==> src/rtl/mat_pkg.sv <==
// mat_pkg: shared matrix dimensions, word width and loader state encoding
package mat_pkg;
    localparam int ANCHOPALABRA = 32;
    localparam int DIM = 3;
    localparam int ADDR_W = $clog2(DIM*DIM-1)+1;
    typedef enum logic [1:0] {IDLE, LOAD_M1, LOAD_M2, DONE} state_t;
endpackage

==> src/rtl/load_addr_cnt.sv <==
// load_addr_cnt: modulo-MOD element counter with clear, enable and terminal count
module load_addr_cnt #(
    parameter int MOD = 9,
    parameter int W = 4
) (
    input  logic         clk,
    input  logic         rst,
    input  logic         clr,
    input  logic         en,
    output logic [W-1:0] count,
    output logic         tc
);
    assign tc = count == W'(MOD-1);
    always_ff @(posedge clk or posedge rst)
        if (rst) count <= '0;
        else if (clr) count <= '0;
        else if (en) count <= tc ? '0 : count + W'(1);
endmodule

==> src/rtl/mat_loader.sv <==
// mat_loader: streams M1 then M2 into their RAM pairs, then pulses signal
module mat_loader #(
    parameter int ANCHOPALABRA = mat_pkg::ANCHOPALABRA,
    parameter int DIM = mat_pkg::DIM,
    localparam int ADDR_W = $clog2(DIM*DIM-1)+1
) (
    input  logic                    clk,
    input  logic                    rst,
    input  logic                    load_start,
    input  logic                    in_valid,
    output logic                    in_ready,
    input  logic [ANCHOPALABRA-1:0] in_real,
    input  logic [ANCHOPALABRA-1:0] in_imag,
    output logic [ANCHOPALABRA-1:0] data_real,
    output logic [ANCHOPALABRA-1:0] data_imag,
    output logic [ADDR_W-1:0]       write_addr,
    output logic                    we_m1,
    output logic                    we_m2,
    output logic                    busy,
    output logic                    signal
);
    import mat_pkg::*;
    state_t state, next_state;
    logic accept, last;
    logic [ADDR_W-1:0] count;
    load_addr_cnt #(.MOD(DIM*DIM), .W(ADDR_W)) u_cnt (
        .clk(clk), .rst(rst), .clr(~in_ready), .en(accept), .count(count), .tc(last)
    );
    always_ff @(posedge clk or posedge rst)
        if (rst) state <= IDLE;
        else state <= next_state;
    always_comb
        next_state = state == IDLE    ? (load_start ? LOAD_M1 : IDLE) :
                     state == LOAD_M1 ? (accept && last ? LOAD_M2 : LOAD_M1) :
                     state == LOAD_M2 ? (accept && last ? DONE : LOAD_M2) : IDLE;
    always_comb begin
        in_ready = state == LOAD_M1 || state == LOAD_M2;
        accept = in_valid && in_ready;
    end
    // last M2 write strobe lands in DONE, so signal follows it by one cycle
    always_ff @(posedge clk or posedge rst)
        if (rst) begin
            data_real <= '0;
            data_imag <= '0;
            write_addr <= '0;
            we_m1 <= 1'b0;
            we_m2 <= 1'b0;
            busy <= 1'b0;
            signal <= 1'b0;
        end else begin
            data_real <= accept ? in_real : data_real;
            data_imag <= accept ? in_imag : data_imag;
            write_addr <= accept ? count : write_addr;
            we_m1 <= accept && state == LOAD_M1;
            we_m2 <= accept && state == LOAD_M2;
            busy <= next_state != IDLE;
            signal <= state == DONE;
        end
endmodule

==> config.mk <==
export PLATFORM = sky130hd
export DESIGN_NAME = mat_loader
export DESIGN_NICKNAME = d
export VERILOG_FILES = /design/src/rtl/mat_pkg.sv /design/src/rtl/load_addr_cnt.sv /design/src/rtl/mat_loader.sv
export SDC_FILE = /design/constraint.sdc
export NUM_CORES = 1
export LEC_CHECK = 0
export BUFFER_PORTS_ARGS = -buffer_cell sky130_fd_sc_hd__buf_2
export CORE_MARGIN = 2
export CORE_UTILIZATION = 44
export CTS_BUF_LIST = sky130_fd_sc_hd__clkbuf_4
export CTS_CLUSTER_DIAMETER = 50
export DETAILED_ROUTE_END_ITERATION = 6
export PLACE_DENSITY = 0.79
export REMOVE_ABC_BUFFERS = 1
export SLEW_MARGIN = 20
export SYNTH_ARGS = -nofsm -noshare
export SYNTH_HDL_FRONTEND = slang
export SYNTH_SLANG_ARGS = --single-unit
==> constraint.sdc <==
create_clock -name clk -period 2.3 [get_ports clk]
set_clock_uncertainty 0.2 [all_clocks]
set_input_delay 0.115 -clock clk [delete_from_list [all_inputs] [get_ports clk]]
set_output_delay 0.115 -clock clk [all_outputs]
set_load 0.005 [all_outputs]
# Word-level counts from Yosys, hierarchy flattened
# Index checks and enable logic that the tools add are counted.
[totals]
reg_bits = 78
elab_cells = 31
[classes]
n_reduce_logical = 7
n_mux = 9
n_eq_ne = 5
n_addsub = 1
[op_table]
columns = ["op", "n"]
rows = [
  ["2-to-1 mux 4 bit", 3],
  ["2-to-1 mux 2 bit", 4],
  ["adder 4 x 1 -> 4 bit, second input constant", 1],
  ["equality test 2 bit, second input constant", 2],
  ["equality test 4 bit, second input constant", 1],
  ["logical AND 1 bit", 4],
  ["equality test 2 x 1 -> 1 bit, second input constant", 1],
  ["logical NOT 2 bit", 1],
  ["2-to-1 mux 1 bit", 2],
  ["!= test 2 x 1 -> 1 bit, second input constant", 1],
  ["nonzero test 2 bit", 1],
  ["logical OR 1 bit", 1],
]

# Logic depth before layout (Yosys ltp)
[depth]
word_depth = 9
ltp_mapped = 7
ltp_nobuf = 5

# Modules after synthesis
# A second synthesis with hierarchy kept.
[unflattened]
hier_cells = 196
hier_area_um2 = 3081.7
[by_module_without_submodules]
columns = ["module", "area_each_um2", "seq_area_each_um2", "cells_per_inst", "n_inst"]
rows = [
  ["mat_loader", 2841.5, 1851.8, 170, 1],
  ["load_addr_cnt", 240.2, 100.1, 26, 1],
]

# Least setup slack after synthesis
# OpenSTA, ideal clock, no wires.
[synth_timing]
path_type = "register to register"
from = "register state[0]"
to = "register data_imag[4]"
stages_incl_launch_ff = 7
setup_ps = 128
path_buffers = 2
arrival_time_ps = 1633
period_less_slack_ps = 1961
path_slack_ps = 339
path_cell_list = "dfrtp_1 > inv_1 > ha_1 > nand2_2 > buf_2 > buf_2 > mux2_1"
[synth_via]
elab_chain_cells = 3
[synth_lines]
columns = ["element", "line_no", "source"]
rows = [
  ["start: declaration", "mat_loader.sv:23", "state_t state, next_state;"],
  ["start signal: assignment", "mat_loader.sv:31", "else state <= next_state;"],
  ["equality test 2 x 1 -> 1 bit / equality test 2 bit (equally long branches)", "mat_loader.sv:37", "in_ready = state == LOAD_M1 || state == LOAD_M2;"],
  ["logical OR 1 bit (*)", "mat_loader.sv:37", ""],
  ["named net in_ready", "mat_loader.sv:11", "output logic in_ready,"],
  ["logical AND 1 bit (*)", "mat_loader.sv:38", "accept = in_valid && in_ready;"],
  ["end signal: assignment", "mat_loader.sv:52", "data_imag <= accept ? in_imag : data_imag;"],
  ["end: declaration", "mat_loader.sv:15", "output logic [ANCHOPALABRA-1:0] data_imag,"],
]
# The timed path passes the listed nets; every way through them passes the cells marked *.
# A chain may end at the register's enable or synchronous reset.

# Worst setup path after layout
[layout_timing]
from = "register state[0]"
to = "register data_real[28]"
[layout_via]
elab_chain_cells = 3
[layout_lines]
columns = ["element", "line_no", "source"]
rows = [
  ["equality test 2 x 1 -> 1 bit / equality test 2 bit (equally long branches)", "mat_loader.sv:37", ""],
  ["logical OR 1 bit (*)", "mat_loader.sv:37", ""],
  ["logical AND 1 bit (*)", "mat_loader.sv:38", ""],
  ["end signal: assignment", "mat_loader.sv:51", "data_real <= accept ? in_real : data_real;"],
  ["end: declaration", "mat_loader.sv:14", "output logic [ANCHOPALABRA-1:0] data_real,"],
]
# Mark *: on every way between the ends. The rest lies on a longest branch, timed or not.

==> impl_metrics.toml <==
[run_status]
status = "complete, no violations"

[pwr]
p_leak_nw = 2.34
intPower_w = 0.00345
combPwrFrac = 0.348
switching_share = 0.296
power.net_switching_w = 0.00145
power_frac_clock = 0.203
pwr-share-seq = 0.449
p_per_area_mw_per_mm2 = 1020
total_power_w = 0.00489
ir_worst_vdd_v = 0.000548

[timing]
final_hold_viol_count = 0
post-route-min-period_ns = 1.93
final.setup.tns_ns = 0
layout_setup_ws_ns = 0.369
worst_pin_slew_ns = 0.622
clock.fmax_ghz = 0.518
rsz0062_at_grt = "false"
setup_viol = 0
drv_slew = 0
max_slew_margin = 0.585
fin_crit_sh = 0.840

[finish]
layout_common_cells = "buf_2 (140), dfrtp_1 (78), dlygate4sd3_1 (67)"
nNetsFinal = 488
layout_commonest_cell = "buf_2"
area_growth_pct = 54.3
fin_area_sq_mm = 0.00478
fillers = 480
drive_gt1_frac = 0.500
diodes = 0

[placed_design]
hpwl_um = 4550
dpl_cell_area_sq_mm = 0.00393
dp_slack_ns = 0.394
gp_congestion = 0.813
io_buffer_count = 140

[routing]
vias = 2366
wl_per_cell_um = 14.8
ant_nets = 0
viasPerCell = 4.60
dr.pass1.iters = 4
routed_wl_um = 7610
drc_errors = 0
drt_iter0_markers = 49

[synthesis]
syn_inst = 200
synth.distinct_cells = 26
synth_area_sq_mm = 0.00310
ys_ff_latch = 78
synthAdderAreaFrac = 0.0243
synth_top_family_by_area = "multiplexers"
synthMuxAreaShare = 0.243
synth_xor_area_frac = 0
synth-compound-area-share = 0.0287
synth-seq-area-share = 0.631
synth-simple-area-share = 0.0477
ys.warnings.count = 0
synthesis.area_per_instance_sq_um = 15.5

[critical_path]
rr_startpoint = "state[0]"
path_class = "reg2reg"
worstSetupEndpointType = "flip-flop"
crit_start = "state[0]"
start_kind = "flip-flop"
cp_data_arrival_time_ns = 2.02
setup.worst_path.end = "data_real[28]"
rr_worst_depth = 5
r2r_slack_ns = 0.37
r2r-end = "data_real[28]"
required_ns = 2.39
cp_max_fo = 38

[cts]
cts_tree = "built"
cts_buffer_depth = 2
clock_latency_ns = 0.41
htreeDepth = 3
clk_pin_slew_ns = 0.12
cts_sinks = 78
root_buffer = "clkbuf_4"
cts_setup_buffers = 0
cts_buffers = 9

[global_route]
grt_first_pass_wirelength_um = 11800
gr-total-overflow = 0
grt_max_degree = 39
grt_pass1_vias = 2445
antenna_found_initial = 0
grt_use_total = 0.205

[floorplan]
die-area_sq_mm = 0.00772
core_sq_mm = 0.00679
io_pins = 141
dieHeight_um = 87.9
die_width_um = 87.9
num_rows = 30
start_util = 0.456

[run]
max_cap_violations = 0

[worst_hold_path]
hold_class = "in2async"
sequential cells by signal (all words and copies together) (netlist names):
register     flops
we_m1            1
we_m2            1
state            2
data_real       32
busy             1
u_cnt.count      4
write_addr       4
data_imag       32
signal           1
power groups by stage:
stage / Clock [W] / Sequential (W) / Combinational, W
6_report: 0.000993 / 0.00220 / 0.00170
4_1_cts: 0.00102 / 0.00218 / 0.00171
5_1_grt: 0.00108 / 0.00227 / 0.00187
2_1_floorplan: 0 / 0.00225 / 0.000769
3_3_place_gp: 0 / 0.00218 / 0.00157
3_5_place_dp: 0 / 0.00221 / 0.00162
stage by stage:
stage / hold WS [ns] / utilization / cells
2_1_floorplan: 0.0436 / - / 191
3_3_place_gp: 0.00944 / 0.579 / 432
3_5_place_dp: 0.0204 / 0.579 / 432
4_1_cts: 0.103 / 0.703 / 514
5_1_grt: 0.144 / 0.703 / 514
6_report: 0.0893 / 0.703 / 514
cells by family after synthesis:
logic type	count (synthesis)
adders and majority gates	6
and+or+nand+nor	23
AOI/OAI and AO/OA	12
DFF	78
buffers and inverters	14
muxes	67
synthesized netlist by cell type:
| cell type | number | area, sq um |
|---|---|---|
| buf_4 | 6 | 45.0 |
| and4b_2 | 1 | 11.3 |
| nand3b_4 | 1 | 20.0 |
| inv_1 | 5 | 18.8 |
| a21oi_1 | 1 | 5.00 |
| or4b_4 | 1 | 13.8 |
| buf_2 | 3 | 15.0 |
| and2_1 | 1 | 6.26 |
| o21ai_0 | 5 | 25.0 |
| mux2_2 | 42 | 473 |
| a211o_2 | 2 | 20.0 |
| nand4b_1 | 1 | 8.76 |
| ha_1 | 6 | 75.1 |
| a21boi_0 | 2 | 15.0 |
| dfrtp_1 | 78 | 1950 |
| mux2i_1 | 1 | 10.0 |
| or3b_1 | 1 | 8.76 |
| nor2b_1 | 2 | 12.5 |
| nand2b_1 | 1 | 6.26 |
| nand3_1 | 2 | 10.0 |
| and3_1 | 1 | 6.26 |
| mux2_1 | 24 | 270 |
| nand2_2 | 1 | 6.26 |
| o2111ai_2 | 1 | 15.0 |
| o32ai_1 | 1 | 8.76 |
| nand2_1 | 10 | 37.5 |
final cells by class:
class,instances,area [sq um],area share
Multi-Input combinational cell,108,1060,0.223
Sequential cell,78,1950,0.409
Tap cell,96,120,0.0251
Timing Repair Buffer,212,1450,0.303
Clock buffer,10,75.1,0.0157
Inverter,5,20.0,0.00419
Clock inverter,5,98.8,0.0207
layer usage:
| layer | part of all wire | global-route usage |
|---|---|---|
| met4 | 0.027 | 0.103 |
| met1 | 0.38 | 0.226 |
| met3 | 0.055 | 0.0443 |
| met5 | 0 | 0 |
| met2 | 0.54 | 0.372 |
worst min path at each step:
| stage | startpoint | to | slack (ns) | cells past startpoint |
|---|---|---|---|---|
| CTS | rst | data_imag[9] | 0.10 | 3 |
| detailed placement | rst | data_imag[9] | 0.02 | 2 |
| global placement | rst | data_imag[14] | 0.009 | 2 |
| global route | rst | data_imag[14] | 0.14 | 3 |
| finish | rst | data_imag[14] | 0.09 | 3 |
| floorplan | in_valid | we_m1 | 0.04 | 1 |
what timing repair did:
action,CTS,global route
hold endpoints to repair,135,0
hold buffers,67,0
resized for setup,0,0
endpoints found under the setup margin,0,0
worst max-delay path: stages (launching register included):
cell and delay (ns):
dfrtp_1 0.44, inv_1 0.09, ha_1 0.32, nand2_2 0.15, buf_12 0.24, mux2_1 0.36
Note: power is estimated with default switching activity, not from simulation.
